**config.mk**
```make
export PLATFORM = sky130hd
export DESIGN_NAME = sdram_pattern_tester
export DESIGN_NICKNAME = d
export VERILOG_FILES = /design/src/rtl/sdram_pattern_tester.sv
export SDC_FILE = /design/constraint.sdc
export NUM_CORES = 1
export LEC_CHECK = 0
export BUFFER_PORTS_ARGS = -buffer_cell sky130_fd_sc_hd__buf_2
export CAP_MARGIN = 15
export CORE_AREA = 2 2 111 113
export CTS_CLUSTER_DIAMETER = 50
export DETAILED_ROUTE_END_ITERATION = 8
export DIE_AREA = 0 0 113 115
export HOLD_SLACK_MARGIN = 0.15
export PLACE_DENSITY = 0.74
export RECOVER_POWER = 50
export SLEW_MARGIN = 25
export SYNTH_ARGS = -nofsm -noshare
export SYNTH_HDL_FRONTEND = slang
export SYNTH_SLANG_ARGS = --single-unit
```
**constraint.sdc**
```tcl
create_clock -name clk -period 5.7 [get_ports clk]
set_clock_uncertainty 0.2 [all_clocks]
set_input_delay 0.57 -clock clk [delete_from_list [all_inputs] [get_ports clk]]
set_output_delay 0.57 -clock clk [all_outputs]
set_load 0.02 [all_outputs]
```
**src/rtl/sdram_pattern_tester.sv**
```systemverilog
// rtl/sdram_pattern_tester.sv - SDRAM write-then-readback pattern tester
//
// Writes a pattern to every word address, reads it all back, and compares each word.
// Optional feature macro: SDRAM_TESTER_LFSR_EN (mode 2 = Galois LFSR pattern).
// Without the macro, mode 2 falls back to the address pattern of mode 0.
//
// Ports:
//   clk, reset            sole clock; synchronous active-high reset
//   start, mode[1:0]      begin-test pulse; pattern select, sampled at start
//   busy, done, pass      running; finished (sticky); finished with no errors
//   error_address/expected/actual   first mismatch capture
//   error_count[15:0]     saturating mismatch count
//   command[1:0]          0 idle, 1 write, 2 read (to memory controller)
//   data_address, data_write        word address and write data
//   data_read, data_read_valid      read data, one valid pulse per word
//   data_write_done                 one pulse per written word
module sdram_pattern_tester #(
  parameter int ADDR_WIDTH    = 22,
  parameter int DATA_WIDTH    = 16,
  parameter int BURST_LENGTH  = 1,
  parameter int STOP_ON_ERROR = 1
) (
  input  logic                  clk,
  input  logic                  reset,
  input  logic                  start,
  input  logic [1:0]            mode,
  output logic                  busy,
  output logic                  done,
  output logic                  pass,
  output logic [ADDR_WIDTH-1:0] error_address,
  output logic [DATA_WIDTH-1:0] error_expected,
  output logic [DATA_WIDTH-1:0] error_actual,
  output logic [15:0]           error_count,
  output logic [1:0]            command,
  output logic [ADDR_WIDTH-1:0] data_address,
  output logic [DATA_WIDTH-1:0] data_write,
  input  logic [DATA_WIDTH-1:0] data_read,
  input  logic                  data_read_valid,
  input  logic                  data_write_done
);

  typedef enum logic [2:0] {
    IDLE   = 3'd0,
    WRITE  = 3'd1,
    WR_GAP = 3'd2,
    READ   = 3'd3,
    RD_GAP = 3'd4,
    FINISH = 3'd5
  } state_t;

  localparam int                    EW        = ADDR_WIDTH + DATA_WIDTH;
  localparam logic [EW-1:0]         DW_EXT    = EW'(DATA_WIDTH);
  localparam logic [3:0]            LAST_BEAT = 4'(BURST_LENGTH - 1);
  localparam logic [ADDR_WIDTH-1:0] LAST_ADDR = '1;
  localparam logic [DATA_WIDTH-1:0] ONE_HOT0  = DATA_WIDTH'(1);

  state_t                  state_q, state_d;
  logic [1:0]              mode_q, mode_d;
  logic [ADDR_WIDTH-1:0]   addr_q, addr_d;
  logic [3:0]              beat_q, beat_d;
  logic                    wrap_q, wrap_d;
  logic                    done_q, done_d;
  logic                    pass_q, pass_d;
  logic [15:0]             err_cnt_q, err_cnt_d;
  logic [ADDR_WIDTH-1:0]   err_addr_q, err_addr_d;
  logic [DATA_WIDTH-1:0]   err_exp_q, err_exp_d;
  logic [DATA_WIDTH-1:0]   err_act_q, err_act_d;

  logic [EW-1:0]           addr_ext;
  logic [EW-1:0]           bit_idx;
  logic [DATA_WIDTH-1:0]   expected;
  logic                    word_done;

`ifdef SDRAM_TESTER_LFSR_EN
  // Galois feedback masks: bit (tap-1) set for each tap of a maximal-length polynomial.
  function automatic logic [31:0] lfsr_taps(input int w);
    logic [31:0] t;
    case (w)
      8:       t = 32'h0000_00B8;
      9:       t = 32'h0000_0110;
      10:      t = 32'h0000_0240;
      11:      t = 32'h0000_0500;
      12:      t = 32'h0000_0829;
      13:      t = 32'h0000_100D;
      14:      t = 32'h0000_2015;
      15:      t = 32'h0000_6000;
      16:      t = 32'h0000_D008;
      17:      t = 32'h0001_2000;
      18:      t = 32'h0002_0400;
      19:      t = 32'h0004_0023;
      20:      t = 32'h0009_0000;
      21:      t = 32'h0014_0000;
      22:      t = 32'h0030_0000;
      23:      t = 32'h0042_0000;
      24:      t = 32'h00E1_0000;
      25:      t = 32'h0120_0000;
      26:      t = 32'h0200_0023;
      27:      t = 32'h0400_0013;
      28:      t = 32'h0900_0000;
      29:      t = 32'h1400_0000;
      30:      t = 32'h2000_0029;
      31:      t = 32'h4800_0000;
      default: t = 32'h8020_0003;
    endcase
    return t;
  endfunction

  localparam logic [31:0]           LFSR_TAPS = lfsr_taps(DATA_WIDTH);
  localparam logic [DATA_WIDTH-1:0] LFSR_MASK = LFSR_TAPS[DATA_WIDTH-1:0];
  localparam logic [DATA_WIDTH-1:0] LFSR_SEED = '1;

  logic [DATA_WIDTH-1:0] lfsr_q, lfsr_d;
  logic [DATA_WIDTH-1:0] lfsr_step;

  always_comb begin
    lfsr_step = lfsr_q >> 1;
    if (lfsr_q[0]) begin
      lfsr_step = lfsr_step ^ LFSR_MASK;
    end
  end
`endif

  // Expected word for the current address; mode 2 tracks the LFSR sequence, which
  // stays aligned with the address because both advance once per completed word.
  always_comb begin
    addr_ext = {{DATA_WIDTH{1'b0}}, addr_q};
    bit_idx  = addr_ext % DW_EXT;
    case (mode_q)
      2'd1:    expected = ONE_HOT0 << bit_idx;
      2'd3:    expected = ~addr_ext[DATA_WIDTH-1:0];
`ifdef SDRAM_TESTER_LFSR_EN
      2'd2:    expected = lfsr_q;
`endif
      default: expected = addr_ext[DATA_WIDTH-1:0];
    endcase
  end

  always_comb begin
    state_d    = state_q;
    mode_d     = mode_q;
    addr_d     = addr_q;
    beat_d     = beat_q;
    wrap_d     = wrap_q;
    done_d     = done_q;
    pass_d     = pass_q;
    err_cnt_d  = err_cnt_q;
    err_addr_d = err_addr_q;
    err_exp_d  = err_exp_q;
    err_act_d  = err_act_q;
    word_done  = 1'b0;
`ifdef SDRAM_TESTER_LFSR_EN
    lfsr_d     = lfsr_q;
`endif

    case (state_q)
      IDLE, FINISH: begin
        if (start) begin
          state_d    = WRITE;
          mode_d     = mode;
          addr_d     = '0;
          beat_d     = '0;
          wrap_d     = 1'b0;
          done_d     = 1'b0;
          pass_d     = 1'b0;
          err_cnt_d  = '0;
          err_addr_d = '0;
          err_exp_d  = '0;
          err_act_d  = '0;
`ifdef SDRAM_TESTER_LFSR_EN
          lfsr_d     = LFSR_SEED;
`endif
        end
      end
      WRITE: begin
        word_done = data_write_done;
      end
      WR_GAP: begin
        if (wrap_q) begin
          state_d = READ;
          wrap_d  = 1'b0;
`ifdef SDRAM_TESTER_LFSR_EN
          lfsr_d  = LFSR_SEED;
`endif
        end else begin
          state_d = WRITE;
        end
      end
      READ: begin
        word_done = data_read_valid;
        if (data_read_valid && (data_read != expected)) begin
          if (err_cnt_q == 16'd0) begin
            err_addr_d = addr_q;
            err_exp_d  = expected;
            err_act_d  = data_read;
          end
          if (err_cnt_q != 16'hFFFF) begin
            err_cnt_d = err_cnt_q + 16'd1;
          end
        end
      end
      RD_GAP: begin
        if (wrap_q || ((STOP_ON_ERROR != 0) && (err_cnt_q != 16'd0))) begin
          state_d = FINISH;
          wrap_d  = 1'b0;
          done_d  = 1'b1;
          pass_d  = (err_cnt_q == 16'd0);
        end else begin
          state_d = READ;
        end
      end
      default: begin
        state_d = IDLE;
      end
    endcase

    // A burst also closes early at the top address so the phase never runs past the wrap.
    if (word_done) begin
      addr_d = addr_q + 1'b1;
`ifdef SDRAM_TESTER_LFSR_EN
      lfsr_d = lfsr_step;
`endif
      if (addr_q == LAST_ADDR) begin
        wrap_d = 1'b1;
      end
      if ((beat_q == LAST_BEAT) || (addr_q == LAST_ADDR)) begin
        beat_d  = '0;
        state_d = (state_q == WRITE) ? WR_GAP : RD_GAP;
      end else begin
        beat_d = beat_q + 4'd1;
      end
    end
  end

  always_ff @(posedge clk) begin
    if (reset) begin
      state_q    <= IDLE;
      mode_q     <= '0;
      addr_q     <= '0;
      beat_q     <= '0;
      wrap_q     <= 1'b0;
      done_q     <= 1'b0;
      pass_q     <= 1'b0;
      err_cnt_q  <= '0;
      err_addr_q <= '0;
      err_exp_q  <= '0;
      err_act_q  <= '0;
`ifdef SDRAM_TESTER_LFSR_EN
      lfsr_q     <= '1;
`endif
    end else begin
      state_q    <= state_d;
      mode_q     <= mode_d;
      addr_q     <= addr_d;
      beat_q     <= beat_d;
      wrap_q     <= wrap_d;
      done_q     <= done_d;
      pass_q     <= pass_d;
      err_cnt_q  <= err_cnt_d;
      err_addr_q <= err_addr_d;
      err_exp_q  <= err_exp_d;
      err_act_q  <= err_act_d;
`ifdef SDRAM_TESTER_LFSR_EN
      lfsr_q     <= lfsr_d;
`endif
    end
  end

  always_comb begin
    command = 2'd0;
    if (state_q == WRITE) begin
      command = 2'd1;
    end else if (state_q == READ) begin
      command = 2'd2;
    end
  end

  assign busy           = (state_q == WRITE) || (state_q == WR_GAP) ||
                          (state_q == READ)  || (state_q == RD_GAP);
  assign done           = done_q;
  assign pass           = pass_q;
  assign error_count    = err_cnt_q;
  assign error_address  = err_addr_q;
  assign error_expected = err_exp_q;
  assign error_actual   = err_act_q;
  assign data_address   = addr_q;
  assign data_write     = (state_q == WRITE) ? expected : '0;

endmodule
```
==> flow_summary.toml, run 1 <==
[synthesis]
syn_inst = 757
synthArstFlopShare_pct = 0
synth_area_um2 = 5820
synth_nets = 790
syn_avg_cell_area_um2 = 7.69
ys_ff_latch = 104
dominantRegCellSynth = "dfxtp_1"
yosys-top-cells-area = "dfxtp_1, a21oi_1, nand4_1"
synth_edf_count = 0
synth.largest_area_cell = "dfxtp_1"
yosysTopAreaCellShare_pct = 35.8
ys_seq_area_share_pct = 35.8
yosysWarnings = 0
synth.distinct_cells = 63

[hold_path]
hold_start = "done$_SDFFE_PP0P_"
holdPathStages = 2
worst_hold_path_type = "register to register"
min_to = "done$_SDFFE_PP0P_"

[layout]
nNetsFinal = 868
mostFrequentLayoutCells = "dfxtp_1, clkbuf_1, a21oi_1, nor2_1, o21ai_0"
layout-drive-gt1-share_pct = 8.93
antenna_cells = 0
fill_cells = 1155
stdcell_area_um2 = 6600
synthToLayoutAreaGrowth_pct = 13.4

[critical_path]
worstPathArrival_ns = 4.09
path_class = "register to register"
ff2ff_setup_slack_ns = 1.60
path_cells = "inv_1 > ha_1 > or4b_1 > a31o_2 > xnor2_1 > or4_4 > o41a_1 > buf_4 > a41oi_1 > nor3_1"
r2r_cells = 10
end_kind = "register"
path_delay_family = "compound AO/OA/AOI/OAI gates"
path_buf_inv = 2
worstPathRequired_ns = 5.69
reg2reg_from = "data_address[0]$_SDFFE_PP0P_"
critPathMaxStageDelay_ns = 0.71
crit_path_max_fanout = 24
cp_slowest_cell = "o41a_1"
r2r_end = "error_count[12]$_SDFFE_PP0P_"
startpoint_type = "register"

[floorplanning]
core_um2 = 11800
die_area_um2 = 13000
die-height_um = 115
die_x_um = 113
initial_core_util_pct = 49.3
boundaryPins = 136
row_count = 40

[detailed_routing]
drt_wl_total_um = 18100
dr.pass1.iters = 9
drt-wirelength-per-cell_um = 18.3
ant_nets = 0
drc = 11
first_iter_violations = 604
vias = 6108
via_per_inst = 6.19

[grt]
grt_max_degree = 107
grt-busiest-layer = "met2"
grt-ovfl-total = 0
grt_pass1_wl_um = 28900
grtUsageTotal_pct = 27.3
use_met2_pct = 43.5
grt_pass1_vias = 5539
grt_use_met3_pct = 6.27
grtUsageMet1_pct = 37.6
grt_antenna_before_repair = 0

[timing]
setup_tns_ns = 0
period_needed_ns = 4.10
hold_violations = 0
slew_headroom_pct = 23.1
final_max_slew_viol_count = 0
rsz0062_at_grt = "false"
worst_slew_pin_slew_ns = 1.15
finalCritPeriodShare_pct = 71.9
setup_viol = 0
max_freq_ghz = 0.244

[cts]
cts_root_buffer = "clkbuf_16"
ctsHoldBuffers = 0
cts_sinks = 104
cts_setup_buffers = 0
cts.clk_slew.worst_paths_ns = 0.07
cts_buffer_depth = 2
post_cts_resized = 0
htreeDepth = 3
cts_made_buffers = 9
cts_tree = "done"
clk_latency_ns = 0.35

[placement]
place.gp.congestion = 0.914
place_area_um2 = 6390
dpl.hpwl_um = 12300
port_buffers = 135

[power]
p_leak_nw = 2.18
ir_worst_vdd_mv = 0.156
powerDensity_nw_per_um2 = 260

[outcome]
status = "complete, but fails checks"
violations = "design-rule violations"

[run]
cap_violations = 0
-- worst max-delay path by stage --
stage	startpoint	to	slack (ns)	depth (start not counted)
finish	data_address[0]$_SDFFE_PP0P_	error_count[12]$_SDFFE_PP0P_	1.60	10
global route	data_address[0]$_SDFFE_PP0P_	error_count[12]$_SDFFE_PP0P_	1.42	10
CTS	data_address[0]$_SDFFE_PP0P_	error_count[12]$_SDFFE_PP0P_	1.63	10
detailed placement	data_address[0]$_SDFFE_PP0P_	error_count[12]$_SDFFE_PP0P_	1.67	10
global placement	data_address[0]$_SDFFE_PP0P_	error_count[12]$_SDFFE_PP0P_	1.81	9
floorplan	data_address[0]$_SDFFE_PP0P_	error_count[12]$_SDFFE_PP0P_	2.18	11
-- where the power goes --
part	switching (mW)	internal [mW]
Sequential	0.0168	0.733
Clock	0.278	0.410
Combinational	0.202	0.0749
-- cells in the mapped netlist (all sizes together) (15+ instances only) --
cell type  count
xnor2         15
o21ai         92
buf           26
nor2b         22
clkbuf        48
dfxtp        104
nand2b        17
a21oi         87
nor2          66
and3          15
nand3         25
nand2         40
nand4         46
-- sequential cells by signal, indices dropped and copies added, names as in the netlist, 2 cells and up --
name            count
beat_q              4
data_address       22
error_actual       16
error_address      22
error_count        16
error_expected     16
mode_q              2
state_q             3
-- stage by stage --
step / cells / hold slack [ns] / total power [mW] / utilization [%] / worst slack, ns
after floorplan: 757 / 0.281 / 0.977 / - / 2.18
after global placement: 971 / 0.254 / 1.03 / 54.1 / 1.81
after detailed placement: 971 / 0.251 / 1.04 / 54.1 / 1.67
after CTS: 987 / 0.269 / 1.72 / 56.9 / 1.63
after global routing: 987 / 0.272 / 1.78 / 55.9 / 1.42
final: 987 / 0.264 / 1.72 / 55.9 / 1.60
-- logic make-up (layout without fill, tap and decap cells) --
group,count (synthesis),after routing,share of synthesized area (%)
flops,104,104,35.8
simple gates,296,296,27.7
compound gates,235,235,23.9
mux,3,3,0.559
xor+xnor,21,21,3.16
buf+inv,88,171,6.69
fa+ha+maj,10,10,2.15
-- area by class of cell --
class                           instances  area (um^2)  share of cell area (%)
Timing Repair Buffer                  141          598                    9.06
Multi-Input combinational cell        565         3350                    50.8
Clock buffer                           12          256                    3.89
Tap cell                              147          184                    2.79
Clock inverter                          4         73.8                    1.12
Inverter                               14         52.6                   0.796
Sequential cell                       104         2080                    31.6
-- per-layer routing --
metal | wire [um] | vias up | part of all wire, %
met2 | 8230 | 276 | 45
met4 | 317 | 0 | 1.8
met5 | 0 | - | 0
met1 | 7930 | 2880 | 44
met3 | 1610 | 33 | 8.9
li1 | - | 2919 | -
-- worst reg2reg max path, delay by kind of cell (launching register included) --
| kind | cells | cell delay (ns) |
|---|---|---|
| xor gates and xnor gates | 1 | 0.15 |
| adders and majority gates | 1 | 0.30 |
| DFF | 1 | 0.43 |
| AOI/OAI and AO/OA | 3 | 1.25 |
| buffers and inverters | 2 | 0.50 |
| and+or+nand+nor | 3 | 1.12 |
Note: power is estimated with default switching activity, not from simulation.
==> run 2, diff against run 1 <==
- CORE_AREA: 2 2 111 113 -> 2 2 112 114
- DIE_AREA: 0 0 113 115 -> 0 0 114 116
- PLACE_DENSITY: 0.74 -> 0.76
- clock period: 5.7 -> 3.7 ns (I/O delays scaled with it)
==> flow_summary.toml, run 2 (synthesis results as in run 1) <==
[timing]
finalCritPeriodShare_pct = 91.0
setup_viol = 0
final_max_slew_viol_count = 0
worst_hold_slack_ns = 0.164
hold_violations = 0
slew_headroom_pct = 24.9
setup_slack_ns = 0.332
period_needed_ns = 3.37
setup_tns_ns = 0
worst_slew_pin_slew_ns = 1.13
rsz0062_at_grt = "false"
max_freq_ghz = 0.297

[critical_path]
worstPathArrival_ns = 3.45
worstPathRequired_ns = 3.78
crit_path_max_fanout = 41
cp_slowest_cell = "or4_4"
critPathMaxStageDelay_ns = 0.56
path_cells = "inv_1 > ha_1 > or4b_1 > a31o_2 > xnor2_1 > or4_4 > o41a_1 > buf_4 > a211o_1 > o31ai_1"
path_class = "register to register"
end_kind = "register"
startpoint_type = "register"

[grt]
grt_pass1_wl_um = 28300
grt_antenna_before_repair = 0
grt_pass1_vias = 5393
grtUsageTotal_pct = 26.8
grt-ovfl-total = 0
grt_max_degree = 73

[power]
p_leak_nw = 2.35
ir_worst_vdd_mv = 0.192
powerDensity_nw_per_um2 = 371

[floorplanning]
boundaryPins = 136
initial_core_util_pct = 48.9
core_um2 = 11900
die_x_um = 114
row_count = 40
die-height_um = 116
die_area_um2 = 13200

[layout]
mostFrequentLayoutCells = "dfxtp_1, clkbuf_1, a21oi_1, nor2_1, o21ai_0"
antenna_cells = 0
nNetsFinal = 906
layout-drive-gt1-share_pct = 11.4
layout_commonest_cell = "dfxtp_1"
multi_input_area_um2 = 3350
synthToLayoutAreaGrowth_pct = 18.4
fill_cells = 1161
final_core_util_pct = 57.9
layout.cells.non_filler = 1025
regArea_um2 = 2080

[detailed_routing]
via_per_inst = 6.04
drt_wl_total_um = 17800
drc = 0
first_iter_violations = 689
drt-wirelength-per-cell_um = 17.4
vias = 6187
dr.pass1.iters = 7
ant_nets = 0

[cts]
cts_tree = "done"
htreeDepth = 3
cts_setup_buffers = 0
clk_latency_ns = 0.36
cts.clk_slew.worst_paths_ns = 0.07
cts_buffer_depth = 2
cts_root_buffer = "clkbuf_16"
cts_sinks = 104
cts_made_buffers = 9
post_cts_resized = 0

[placement]
place.gp.congestion = 0.919
post-place-ws_ns = 0.348
port_buffers = 135
dpl.hpwl_um = 12300
dp.cells = 992

[outcome]
status = "completed"

[hold_path]
worst_hold_path_type = "input pin to register"

[run]
cap_violations = 0
## run 2: cell types whose count changed in the layout (fill, tap and decap cells not counted), sizes merged
cell	previous run	this run
inv	15	16
clkbuf	115	110
clkinvlp	0	3
bufinv	2	0
dlygate4sd3	0	17
buf	38	62
## run 2: final cells by class
cell class	instances	share of cell area (%)
multi-input cells	565	48.6
flip-flops and latches	104	30.2
repair buffers	179	13.5
clock buffers	10	3.47
well taps	147	2.67
inverters	14	0.762
clock inverters	6	0.744
## run 2: repair_timing
action                                  in CTS  in global routing
endpoints found under the setup margin       0                  0
hold buffers                                17                  0
hold endpoints to repair                    17                  0
## run 2: report_power, final
group	total (mW)	switching [mW]	leakage (nW)	internal, mW
clock	0.946	0.462	0.133	0.483
combinational	0.466	0.321	1.38	0.145
sequential	1.15	0.0172	0.838	1.13
total	2.56	0.800	2.35	1.76
## run 2: critical path: cells and delay by family, from the launching register on
| kind | cells | cell delay, ns |
|---|---|---|
| fa+ha+maj | 1 | 0.17 |
| xor+xnor | 1 | 0.15 |
| simple gates | 2 | 0.99 |
| buf+inv | 2 | 0.37 |
| compound gates | 4 | 1.06 |
| flops | 1 | 0.34 |
## run 2: path summary, 6_finish.rpt
kind / startpoint / to / slack [ns] / cells after the start
max: data_address[0]$_SDFFE_PP0P_ / error_count[14]$_SDFFE_PP0P_ / 0.33 / 10
min: data_read[5] / error_actual[5]$_SDFFE_PP0P_ / 0.16 / 3
max reg2reg: data_address[0]$_SDFFE_PP0P_ / error_count[14]$_SDFFE_PP0P_ / 0.33 / 10
min reg2reg: done$_SDFFE_PP0P_ / done$_SDFFE_PP0P_ / 0.26 / 2
## run 2: through the flow
stage          power, mW  instance area [um^2]
2_1_floorplan       1.51                  5820
3_5_place_dp        1.62                  6580
3_3_place_gp        1.62                  6580
6_report            2.56                  6890
4_1_cts             2.57                  7040
5_1_grt             2.67                  6890
## run 2: routing by layer
layer / global-route usage, % / up-vias / part of all wire [%]
met5: 0 / - / 0
met4: 8.54 / 0 / 1.6
met3: 6.64 / 26 / 8.6
met2: 42.3 / 264 / 45
met1: 36.4 / 2884 / 45
li1: - / 3013 / -
